**src/rtl/axilite_pkg.sv**
```systemverilog
// Shared types and constants for the AXI-Lite slave and its backend bridge.
package axilite_pkg;

  typedef enum logic {
    WR_IDLE,
    WR_REQ
  } wr_state_e;

  typedef enum logic [1:0] {
    RD_IDLE,
    RD_REQ,
    RD_RESP
  } rd_state_e;

  localparam logic [31:0] TIMEOUT_RDATA_DEFAULT = 32'hDEAD_BEEF;

endpackage

```
**src/rtl/axilite_slave_if.sv**
```systemverilog
// AXI-Lite bus without B channel or RRESP; master drives requests, slave drives readies and data.
interface axilite_slave_if;

  logic        axi_awvalid;
  logic        axi_awready;
  logic [31:0] axi_awaddr;
  logic        axi_wvalid;
  logic        axi_wready;
  logic [31:0] axi_wdata;
  logic [3:0]  axi_wstrb;
  logic        axi_arvalid;
  logic        axi_arready;
  logic [31:0] axi_araddr;
  logic        axi_rvalid;
  logic        axi_rready;
  logic [31:0] axi_rdata;

  modport master (
    output axi_awvalid, axi_awaddr, axi_wvalid, axi_wdata, axi_wstrb,
    output axi_arvalid, axi_araddr, axi_rready,
    input  axi_awready, axi_wready, axi_arready, axi_rvalid, axi_rdata
  );

  modport slave (
    input  axi_awvalid, axi_awaddr, axi_wvalid, axi_wdata, axi_wstrb,
    input  axi_arvalid, axi_araddr, axi_rready,
    output axi_awready, axi_wready, axi_arready, axi_rvalid, axi_rdata
  );

endinterface

```
**src/rtl/axilite_timeout_cnt.sv**
```systemverilog
// Backend wait counter: cleared by start, counts while run, flags timeout on the last allowed
// cycle unless ack arrives in that same cycle.
module axilite_timeout_cnt #(
  parameter int unsigned TIMEOUT_CYCLES = 255
) (
  input  logic clk,
  input  logic rst,
  input  logic start,
  input  logic run,
  input  logic ack,
  output logic timeout
);

  localparam int unsigned CntW = (TIMEOUT_CYCLES > 1) ? $clog2(TIMEOUT_CYCLES) : 1;
  localparam logic [CntW-1:0] CntMax = CntW'(TIMEOUT_CYCLES - 1);

  logic [CntW-1:0] cnt_q;

  always_ff @(posedge clk or posedge rst) begin
    if (rst) begin
      cnt_q <= '0;
    end else if (start) begin
      cnt_q <= '0;
    end else if (run) begin
      cnt_q <= cnt_q + CntW'(1);
    end
  end

  assign timeout = run && !ack && (cnt_q == CntMax);

endmodule

```
**src/rtl/axilite_slave.sv**
```systemverilog
// AXI-Lite slave bridging to a simple request/ack backend, with independent read and write
// paths, each guarded by a backend timeout.
module axilite_slave
  import axilite_pkg::*;
#(
  parameter int unsigned TIMEOUT_CYCLES = 255,
  parameter logic [31:0] TIMEOUT_RDATA  = TIMEOUT_RDATA_DEFAULT
) (
  input  logic                  axi_aclk,
  input  logic                  axi_areset,
  axilite_slave_if.slave        axi,
  output logic                  bk_wreq,
  output logic [31:0]           bk_waddr,
  output logic [31:0]           bk_wdata,
  output logic [3:0]            bk_wstrb,
  input  logic                  bk_wack,
  output logic                  bk_rreq,
  output logic [31:0]           bk_raddr,
  input  logic                  bk_rack,
  input  logic [31:0]           bk_rdata,
  output logic                  err_wtimeout,
  output logic                  err_rtimeout
);

  // Write side: one-entry AW and W buffers
  logic        aw_full_q, w_full_q;
  logic [31:0] aw_addr_q, w_data_q;
  logic [3:0]  w_strb_q;

  wr_state_e   wr_state_q;
  logic        bk_wreq_q, err_wtimeout_q;
  logic [31:0] bk_waddr_q, bk_wdata_q;
  logic [3:0]  bk_wstrb_q;
  logic        wr_start, wr_run, wr_timeout, wr_done;

  rd_state_e   rd_state_q;
  logic        bk_rreq_q, err_rtimeout_q;
  logic [31:0] bk_raddr_q, rdata_q;
  logic        rd_start, rd_run, rd_timeout;

  assign axi.axi_awready = ~aw_full_q;
  assign axi.axi_wready  = ~w_full_q;

  assign wr_start = (wr_state_q == WR_IDLE) && aw_full_q && w_full_q;
  assign wr_run   = (wr_state_q == WR_REQ);
  assign wr_done  = wr_run && (bk_wack || wr_timeout);

  always_ff @(posedge axi_aclk or posedge axi_areset) begin
    if (axi_areset) begin
      aw_full_q <= 1'b0;
      aw_addr_q <= '0;
      w_full_q  <= 1'b0;
      w_data_q  <= '0;
      w_strb_q  <= '0;
    end else begin
      if (axi.axi_awvalid && !aw_full_q) begin
        aw_full_q <= 1'b1;
        aw_addr_q <= axi.axi_awaddr;
      end
      if (axi.axi_wvalid && !w_full_q) begin
        w_full_q <= 1'b1;
        w_data_q <= axi.axi_wdata;
        w_strb_q <= axi.axi_wstrb;
      end
      // Buffers are both full in WR_REQ, so freeing them cannot race a new capture
      if (wr_done) begin
        aw_full_q <= 1'b0;
        w_full_q  <= 1'b0;
      end
    end
  end

  always_ff @(posedge axi_aclk or posedge axi_areset) begin
    if (axi_areset) begin
      wr_state_q     <= WR_IDLE;
      bk_wreq_q      <= 1'b0;
      bk_waddr_q     <= '0;
      bk_wdata_q     <= '0;
      bk_wstrb_q     <= '0;
      err_wtimeout_q <= 1'b0;
    end else begin
      err_wtimeout_q <= 1'b0;
      unique case (wr_state_q)
        WR_IDLE: begin
          if (wr_start) begin
            wr_state_q <= WR_REQ;
            bk_wreq_q  <= 1'b1;
            bk_waddr_q <= aw_addr_q;
            bk_wdata_q <= w_data_q;
            bk_wstrb_q <= w_strb_q;
          end
        end
        WR_REQ: begin
          if (bk_wack || wr_timeout) begin
            wr_state_q     <= WR_IDLE;
            bk_wreq_q      <= 1'b0;
            bk_waddr_q     <= '0;
            bk_wdata_q     <= '0;
            bk_wstrb_q     <= '0;
            err_wtimeout_q <= wr_timeout;
          end
        end
        default: wr_state_q <= WR_IDLE;
      endcase
    end
  end

  axilite_timeout_cnt #(
    .TIMEOUT_CYCLES (TIMEOUT_CYCLES)
  ) u_wr_timeout (
    .clk     (axi_aclk),
    .rst     (axi_areset),
    .start   (wr_start),
    .run     (wr_run),
    .ack     (bk_wack),
    .timeout (wr_timeout)
  );

  // Read side
  assign rd_start = (rd_state_q == RD_IDLE) && axi.axi_arvalid;
  assign rd_run   = (rd_state_q == RD_REQ);

  always_ff @(posedge axi_aclk or posedge axi_areset) begin
    if (axi_areset) begin
      rd_state_q     <= RD_IDLE;
      bk_rreq_q      <= 1'b0;
      bk_raddr_q     <= '0;
      rdata_q        <= '0;
      err_rtimeout_q <= 1'b0;
    end else begin
      err_rtimeout_q <= 1'b0;
      unique case (rd_state_q)
        RD_IDLE: begin
          if (rd_start) begin
            rd_state_q <= RD_REQ;
            bk_rreq_q  <= 1'b1;
            bk_raddr_q <= axi.axi_araddr;
          end
        end
        RD_REQ: begin
          if (bk_rack || rd_timeout) begin
            rd_state_q     <= RD_RESP;
            bk_rreq_q      <= 1'b0;
            bk_raddr_q     <= '0;
            rdata_q        <= bk_rack ? bk_rdata : TIMEOUT_RDATA;
            err_rtimeout_q <= rd_timeout;
          end
        end
        RD_RESP: begin
          if (axi.axi_rready) begin
            rd_state_q <= RD_IDLE;
          end
        end
        default: rd_state_q <= RD_IDLE;
      endcase
    end
  end

  axilite_timeout_cnt #(
    .TIMEOUT_CYCLES (TIMEOUT_CYCLES)
  ) u_rd_timeout (
    .clk     (axi_aclk),
    .rst     (axi_areset),
    .start   (rd_start),
    .run     (rd_run),
    .ack     (bk_rack),
    .timeout (rd_timeout)
  );

  assign axi.axi_arready = (rd_state_q == RD_IDLE);
  assign axi.axi_rvalid  = (rd_state_q == RD_RESP);
  assign axi.axi_rdata   = rdata_q;

  assign bk_wreq      = bk_wreq_q;
  assign bk_waddr     = bk_waddr_q;
  assign bk_wdata     = bk_wdata_q;
  assign bk_wstrb     = bk_wstrb_q;
  assign bk_rreq      = bk_rreq_q;
  assign bk_raddr     = bk_raddr_q;
  assign err_wtimeout = err_wtimeout_q;
  assign err_rtimeout = err_rtimeout_q;

endmodule

```
**src/flat_wrapper.sv**
```systemverilog
// flat-port wrapper written by rule: the top's interface ports become plain ports
module axilite_slave_flat import axilite_pkg::*;
#(
  parameter int unsigned TIMEOUT_CYCLES = 255,
  parameter logic [31:0] TIMEOUT_RDATA  = TIMEOUT_RDATA_DEFAULT
)
  (axi_aclk, axi_areset, bk_wreq, bk_waddr, bk_wdata, bk_wstrb, bk_wack, bk_rreq, bk_raddr, bk_rack, bk_rdata, err_wtimeout, err_rtimeout, axi_axi_awvalid, axi_axi_awaddr, axi_axi_wvalid, axi_axi_wdata, axi_axi_wstrb, axi_axi_arvalid, axi_axi_araddr, axi_axi_rready, axi_axi_awready, axi_axi_wready, axi_axi_arready, axi_axi_rvalid, axi_axi_rdata);
  axilite_slave_if axi_i ();
  input  logic axi_aclk;
  input  logic axi_areset;
  output logic bk_wreq;
  output logic [31:0] bk_waddr;
  output logic [31:0] bk_wdata;
  output logic [3:0] bk_wstrb;
  input  logic bk_wack;
  output logic bk_rreq;
  output logic [31:0] bk_raddr;
  input  logic bk_rack;
  input  logic [31:0] bk_rdata;
  output logic err_wtimeout;
  output logic err_rtimeout;
  input wire logic [$bits(axi_i.axi_awvalid)-1:0] axi_axi_awvalid;
  input wire logic [$bits(axi_i.axi_awaddr)-1:0] axi_axi_awaddr;
  input wire logic [$bits(axi_i.axi_wvalid)-1:0] axi_axi_wvalid;
  input wire logic [$bits(axi_i.axi_wdata)-1:0] axi_axi_wdata;
  input wire logic [$bits(axi_i.axi_wstrb)-1:0] axi_axi_wstrb;
  input wire logic [$bits(axi_i.axi_arvalid)-1:0] axi_axi_arvalid;
  input wire logic [$bits(axi_i.axi_araddr)-1:0] axi_axi_araddr;
  input wire logic [$bits(axi_i.axi_rready)-1:0] axi_axi_rready;
  output wire logic [$bits(axi_i.axi_awready)-1:0] axi_axi_awready;
  output wire logic [$bits(axi_i.axi_wready)-1:0] axi_axi_wready;
  output wire logic [$bits(axi_i.axi_arready)-1:0] axi_axi_arready;
  output wire logic [$bits(axi_i.axi_rvalid)-1:0] axi_axi_rvalid;
  output wire logic [$bits(axi_i.axi_rdata)-1:0] axi_axi_rdata;
  assign axi_i.axi_awvalid = axi_axi_awvalid;
  assign axi_i.axi_awaddr = axi_axi_awaddr;
  assign axi_i.axi_wvalid = axi_axi_wvalid;
  assign axi_i.axi_wdata = axi_axi_wdata;
  assign axi_i.axi_wstrb = axi_axi_wstrb;
  assign axi_i.axi_arvalid = axi_axi_arvalid;
  assign axi_i.axi_araddr = axi_axi_araddr;
  assign axi_i.axi_rready = axi_axi_rready;
  assign axi_axi_awready = axi_i.axi_awready;
  assign axi_axi_wready = axi_i.axi_wready;
  assign axi_axi_arready = axi_i.axi_arready;
  assign axi_axi_rvalid = axi_i.axi_rvalid;
  assign axi_axi_rdata = axi_i.axi_rdata;
  axilite_slave #(.TIMEOUT_CYCLES(TIMEOUT_CYCLES), .TIMEOUT_RDATA(TIMEOUT_RDATA)) u_core (.axi_aclk(axi_aclk), .axi_areset(axi_areset), .axi(axi_i), .bk_wreq(bk_wreq), .bk_waddr(bk_waddr), .bk_wdata(bk_wdata), .bk_wstrb(bk_wstrb), .bk_wack(bk_wack), .bk_rreq(bk_rreq), .bk_raddr(bk_raddr), .bk_rack(bk_rack), .bk_rdata(bk_rdata), .err_wtimeout(err_wtimeout), .err_rtimeout(err_rtimeout));
endmodule
```
**config.mk**
```make
export PLATFORM = sky130hd
export DESIGN_NAME = axilite_slave_flat
export DESIGN_NICKNAME = d
export VERILOG_FILES = /design/src/rtl/axilite_pkg.sv /design/src/rtl/axilite_slave_if.sv /design/src/rtl/axilite_timeout_cnt.sv /design/src/rtl/axilite_slave.sv /design/src/flat_wrapper.sv
export SDC_FILE = /design/constraint.sdc
export NUM_CORES = 1
export LEC_CHECK = 0
export ABC_AREA = 1
export BUFFER_PORTS_ARGS = -buffer_cell sky130_fd_sc_hd__buf_2
export CAP_MARGIN = 20
export CORE_UTILIZATION = 46
export DETAILED_ROUTE_END_ITERATION = 8
export GPL_ROUTABILITY_DRIVEN = 0
export PLACE_DENSITY = 0.76
export SLEW_MARGIN = 20
export SYNTH_ARGS = -nofsm -noshare
export SYNTH_HDL_FRONTEND = slang
export SYNTH_SLANG_ARGS = --single-unit
```
**constraint.sdc**
```tcl
create_clock -name axi_aclk -period 6.03 [get_ports axi_aclk]
set_input_delay 0.3015 -clock axi_aclk [delete_from_list [all_inputs] [get_ports axi_aclk]]
set_output_delay 0.3015 -clock axi_aclk [all_outputs]
set_load 0.05 [all_outputs]
```
# [Yosys cells after proc, flatten, opt, wreduce, memory -nomap -nowiden]
# Cells that the tools add are included.
[classes] n_addsub=2 n_eq_ne=9 n_mux=37 bitwise=3 n_reduce_logical=26
[ops] operator="$mux 32" count=6
[ops] operator="$pmux 32 s2" count=3
[ops] operator="$mux 8" count=4
[ops] operator="$add 8x1->8 const B" count=2
[ops] operator="$eq 8x8->1 const B" count=2
[ops] operator="$mux 1" count=14
[ops] operator="$logic_and 1x1->1" count=10
[ops] operator="$reduce_bool 2->1" count=5
[ops] operator="$mux 4" count=2
[ops] operator="$pmux 4 s2" count=1
[ops] operator="$mux 2" count=3
[ops] operator="$ne 2x2->1 const B" count=3
[ops] operator="$pmux 1 s2" count=3
[ops] operator="$pmux 2 s3" count=1
[ops] operator="$reduce_and 3->1" count=2
[ops] operator="$logic_not 1->1" count=4
[ops] operator="$ne 2x1->1 const B" count=2
[ops] operator="$reduce_and 2->1" count=2
[ops] operator="$not 1->1" count=3
[ops] operator="$eq 2x1->1 const B" count=1
[ops] operator="$eq 2x2->1 const B" count=1
[ops] operator="$logic_not 2->1" count=1
[ops] operator="$logic_or 1x1->1" count=2
[totals] register_bits=225 in_bits=140 output_inout_bits=140 elab_cells=95

# [Longest topological paths before layout]
[logic_depth] ltp_word=6 mapped_depth=11 depth_no_buf=9

# [By module]
# Synthesis repeated with hierarchy kept, for this count alone.
[unflattened] cells_unflattened=1029 hier_area_um2=9141.3
[by_module_without_submodules] mod="axilite_slave" n_inst=1 cells_per_inst=907 area_each_um2=8235.4 seq_area_each_um2=5230.0
[by_module_without_submodules] mod="axilite_timeout_cnt" n_inst=2 cells_per_inst=61 area_each_um2=452.9 seq_area_each_um2=200.2

# [Worst setup path before layout]
# Ideal clock, no wire load.
[synth_path] path_kind="reg-to-reg" from="register u_core.rd_state_q[0]" to="register u_core.bk_raddr_q[0] (netlist: u_core.bk_raddr[0])" setup_time_ps=65 t_arrival_ps=1900 required_time_ps=5965 slack_ps=4065 stages_incl_launch_ff=7 path_buffers=1 synth_period_minus_slack_ps=1965 path_cell_list="dfrtp_1 -> nor2_1 -> nand2_1 -> inv_1 -> buf_2 -> nand2_1 -> nand2_1"
[synth_via] elab_cells_between_ends=11 classes_between="3 x eq/ne; 1 x mux; 7 x reduce/logical"
[synth_rtl] element="from (decl)" line_no="axilite_slave.sv:36" text="rd_state_e rd_state_q;"
[synth_rtl] element="from (signal assigned)" line_no="axilite_slave.sv:125" text="rd_state_q <= RD_IDLE;"
[synth_rtl] element="from (signal assigned)" line_no="axilite_slave.sv:135" text="rd_state_q <= RD_REQ;"
[synth_rtl] element="from (signal assigned)" line_no="axilite_slave.sv:142" text="rd_state_q <= RD_RESP;"
[synth_rtl] element="$logic_not 2->1 *"
[synth_rtl] element="via axi_axi_arready" line_no="flat_wrapper.sv:32" text="output wire logic [$bits(axi_i.axi_arready)-1:0] axi_axi_arready;"
[synth_rtl] element="$logic_and 1x1->1" line_no="axilite_slave.sv:120" text="assign rd_start = (rd_state_q == RD_IDLE) && axi.axi_arvalid;"
[synth_rtl] element="$ne 2x1->1 (no source line)"
[synth_rtl] element="$reduce_and 3->1 (no source line)"
[synth_rtl] element="to (signal assigned)" line_no="axilite_slave.sv:137" text="bk_raddr_q <= axi.axi_araddr;"
[synth_rtl] element="to (decl)" line_no="axilite_slave.sv:38" text="logic [31:0] bk_raddr_q, rdata_q;"
# Mark *: on every way through the listed nets, which the timed path passes. The rest lies on a longest branch.
# A chain may end at the register's enable or synchronous reset.

# [Final worst setup path]
[layout_path] from="register u_core.wr_state_q (netlist: u_core.wr_run)" to="register u_core.u_wr_timeout.cnt_q[4]"
[layout_via] elab_chain_len=4 elab_cells_between_ends=5 classes_between="1 x mux; 1 x bitwise; 3 x reduce/logical"
[layout_rtl] element="from (decl)" line_no="axilite_slave.sv:30" text="wr_state_e wr_state_q;"
[layout_rtl] element="from (signal assigned)" line_no="axilite_slave.sv:75" text="wr_state_q <= WR_IDLE;"
[layout_rtl] element="from (signal assigned)" line_no="axilite_slave.sv:86" text="wr_state_q <= WR_REQ;"
[layout_rtl] element="from (signal assigned)" line_no="axilite_slave.sv:95" text="wr_state_q <= WR_IDLE;"
[layout_rtl] element="$not 1->1" line_no="axilite_slave.sv:44" text="assign wr_start = (wr_state_q == WR_IDLE) && aw_full_q && w_full_q;"
[layout_rtl] element="$logic_and 1x1->1 (2 in series)" line_no="axilite_slave.sv:44"
[layout_rtl] element="$mux 8 / $reduce_bool 2->1 (equally long branches)"
[layout_rtl] element="to (signal assigned)" line_no="axilite_timeout_cnt.sv:25" text="cnt_q <= cnt_q + CntW'(1);"
[layout_rtl] element="to (decl)" line_no="axilite_timeout_cnt.sv:17" text="logic [CntW-1:0] cnt_q;"
# Parallel ways exist; a longest one is shown, timed or not.

==> impl_metrics.toml <==
[setup_path]
r2r-end = "u_core.u_wr_timeout.cnt_q[4]"
crit_path_cell_trace = "inv_1, nand3_4, buf_4, inv_2, buf_4, nor3_1"
worst_setup_path_start_kind = "flip-flop"
endpoint = "u_core.u_wr_timeout.cnt_q[4]"
cp_data_required_time_ns = 6.44
cp-end-kind = "flip-flop"
crit_slowest_cell = "buf_4"
path_buf_inv = 4
worstSetupStartpoint = "u_core.wr_run"
reg2reg_depth = 6
critPathMaxFanout = 76
cp.depth = 6
crit_arrival_ns = 3.00
crit_top_cell = "buf_4"
r2r_slack_ns = 3.45
slowest_delay_ns = 0.64
crit_family = "buffers and inverters"
critPathKind = "reg2reg"
r2r-start = "u_core.wr_run"

[cts]
clk_latency_ns = 0.51
cts_resized = 0
clk_pin_slew_worst_paths_ns = 0.06
numCtsBuffers = 24
cts_hold_buf = 36
clock_sinks = 225
h-tree-depth = 1
cts_setup_buffers = 0
cts_tree = "built"
cts_max_path_buffers = 3
root_buffer = "clkbuf_16"

[cells_and_area]
mostFrequentLayoutCells = "364 x nand2_1, 279 x buf_2, 225 x dfrtp_1"
area_growth_pct = 30.8
regArea_sq_um = 5630
layout.nets = 1351
multi_input_area_sq_um = 3150
drive_above_1_share = 0.363
fillerInstances = 1660
layout_commonest_cell = "nand2_1"

[logic_synthesis]
syn_inst = 901
ys_seq_area_frac = 0.615
yosys_warnings = 0
yosysUniqueCellTypes = 28
ys.flop_type = "dfrtp_1"
syn-cell-area_sq_um = 9150
synth_nets = 1045
syn_area_per_cell_sq_um = 10.2
yosys_register_bits = 225
synth_edf_count = 0
async_flop_share = 1.00

[global_routing]
grt_pass1_vias = 7028
grt_max_degree = 127
antenna_found_initial = 6
grtUsageTotal = 0.208
grt_remaining_overflow = 0
grt_first_pass_wirelength_microns = 34100

[pwr]
power_density_nw_per_um2 = 610
ir_worst_vdd_mv = 0.391
p_leak_nw = 6.54

[sta]
fmax_ghz = 0.387
fin_crit_sh = 0.428
worst_pin_slew_ns = 0.947
fin_skew_ns = 0.0137
setup_viol = 0
hold_viol = 0
drv_slew = 0
fin_crit_ns = 2.58
relSlewSlack = 0.368
fin_tns_setup_ns = 0
rsz0062_at_grt = "no"
fin_hold_ws_ns = 0.0208

[routing]
viasPerCell = 4.81
post_drt_wl_per_cell_microns = 14.3
drtIter0Drc = 257
firstDrtPassIters = 5
drt_drc_violations_left = 0
totalWireLength_microns = 21400
vias = 7192
antenna_left = 0

[place]
dp_hpwl_microns = 13800
io_buffers = 279

[floorplan]
rows = 51
die-height_microns = 143
start_util = 0.470
die_x_microns = 143
io_pins = 280
dieArea_sq_um = 20500
fp.coreArea_sq_um = 19500

[hold_path]
min_path_type = "in2reg"

[job]
maxCapViolCount = 0

[status]
status = "finished, final reports clean"
==> sequential cells by signal (all words and copies together), names as in the netlist, 2 cells and up <==
signal	flops
u_core.aw_addr_q	32
u_core.axi.axi_rdata	32
u_core.bk_raddr	32
u_core.bk_waddr	32
u_core.bk_wdata	32
u_core.w_data_q	32
u_core.u_rd_timeout.cnt_q	8
u_core.u_wr_timeout.cnt_q	8
u_core.bk_wstrb	4
u_core.w_strb_q	4
u_core.rd_state_q	2
==> Yosys cell counts (5+ instances only) <==
cell type | instances | area, sq um
nand2_1 | 365 | 1370
dfrtp_1 | 225 | 5630
nand3_1 | 76 | 380
mux2_2 | 68 | 766
inv_1 | 29 | 109
or2_2 | 24 | 150
buf_2 | 22 | 110
nand2_2 | 15 | 93.8
nor2_1 | 14 | 52.6
buf_6 | 10 | 113
o21ai_0 | 9 | 45.0
clkbuf_1 | 6 | 22.5
nand4_1 | 5 | 31.3
==> worst min-delay path by stage <==
stage	from	slack, ns	end	depth (start not counted)
floorplan	bk_rack	0.37	u_core.err_rtimeout	1
global placement	u_core.bk_wreq	0.45	u_core.bk_wreq	2
CTS	axi_axi_wstrb[2]	0.002	u_core.w_strb_q[2]	2
global route	axi_axi_awaddr[2]	0.001	u_core.aw_addr_q[2]	2
finish	axi_axi_wstrb[2]	0.02	u_core.w_strb_q[2]	2
detailed placement	u_core.bk_raddr[11]	0.45	u_core.bk_raddr[11]	2
==> stage by stage <==
step	cell area, sq um	utilization	power (mW)	worst slack (ns)	instances
3_3_place_gp	10700	0.549	5.58	3.55	1409
5_1_grt	12000	0.615	7.72	3.25	1491
6_report	12000	0.615	7.31	3.45	1494
2_1_floorplan	9160	-	4.97	2.79	901
3_5_place_dp	10700	0.549	5.67	3.44	1409
4_1_cts	12000	0.614	7.37	3.42	1489
==> final cells by class <==
class | count | area share
Timing Repair Buffer | 322 | 0.152
Clock buffer | 36 | 0.0624
Clock inverter | 8 | 0.0138
Antenna cell | 4 | 0.000836
Inverter | 31 | 0.0100
Sequential cell | 225 | 0.470
Tap cell | 265 | 0.0277
Multi-Input combinational cell | 603 | 0.263
==> kinds of logic after synthesis <==
| group | after synthesis | synth area share |
|---|---|---|
| and+or+nand+nor | 511 | 0.240 |
| AOI/OAI and AO/OA | 20 | 0.0133 |
| buffers and inverters | 73 | 0.0428 |
| adders and majority gates | 4 | 0.00547 |
| muxes | 68 | 0.0837 |
| DFF | 225 | 0.615 |
==> metal layers <==
layer / GRT usage / up-vias / share of wire
met5: 0 / - / 0.0014
met4: 0.0623 / 4 / 0.020
met3: 0.0590 / 44 / 0.082
met2: 0.351 / 256 / 0.48
met1: 0.259 / 3409 / 0.42
li1: - / 3479 / -
==> report_power, final <==
part	leakage [nW]	internal [mW]	switching [mW]
sequential	2.83	2.16	0.360
combinational	3.25	0.814	2.32
clock	0.452	1.07	0.587
total	6.54	4.04	3.27
Note: power is estimated with default switching activity, not from simulation.
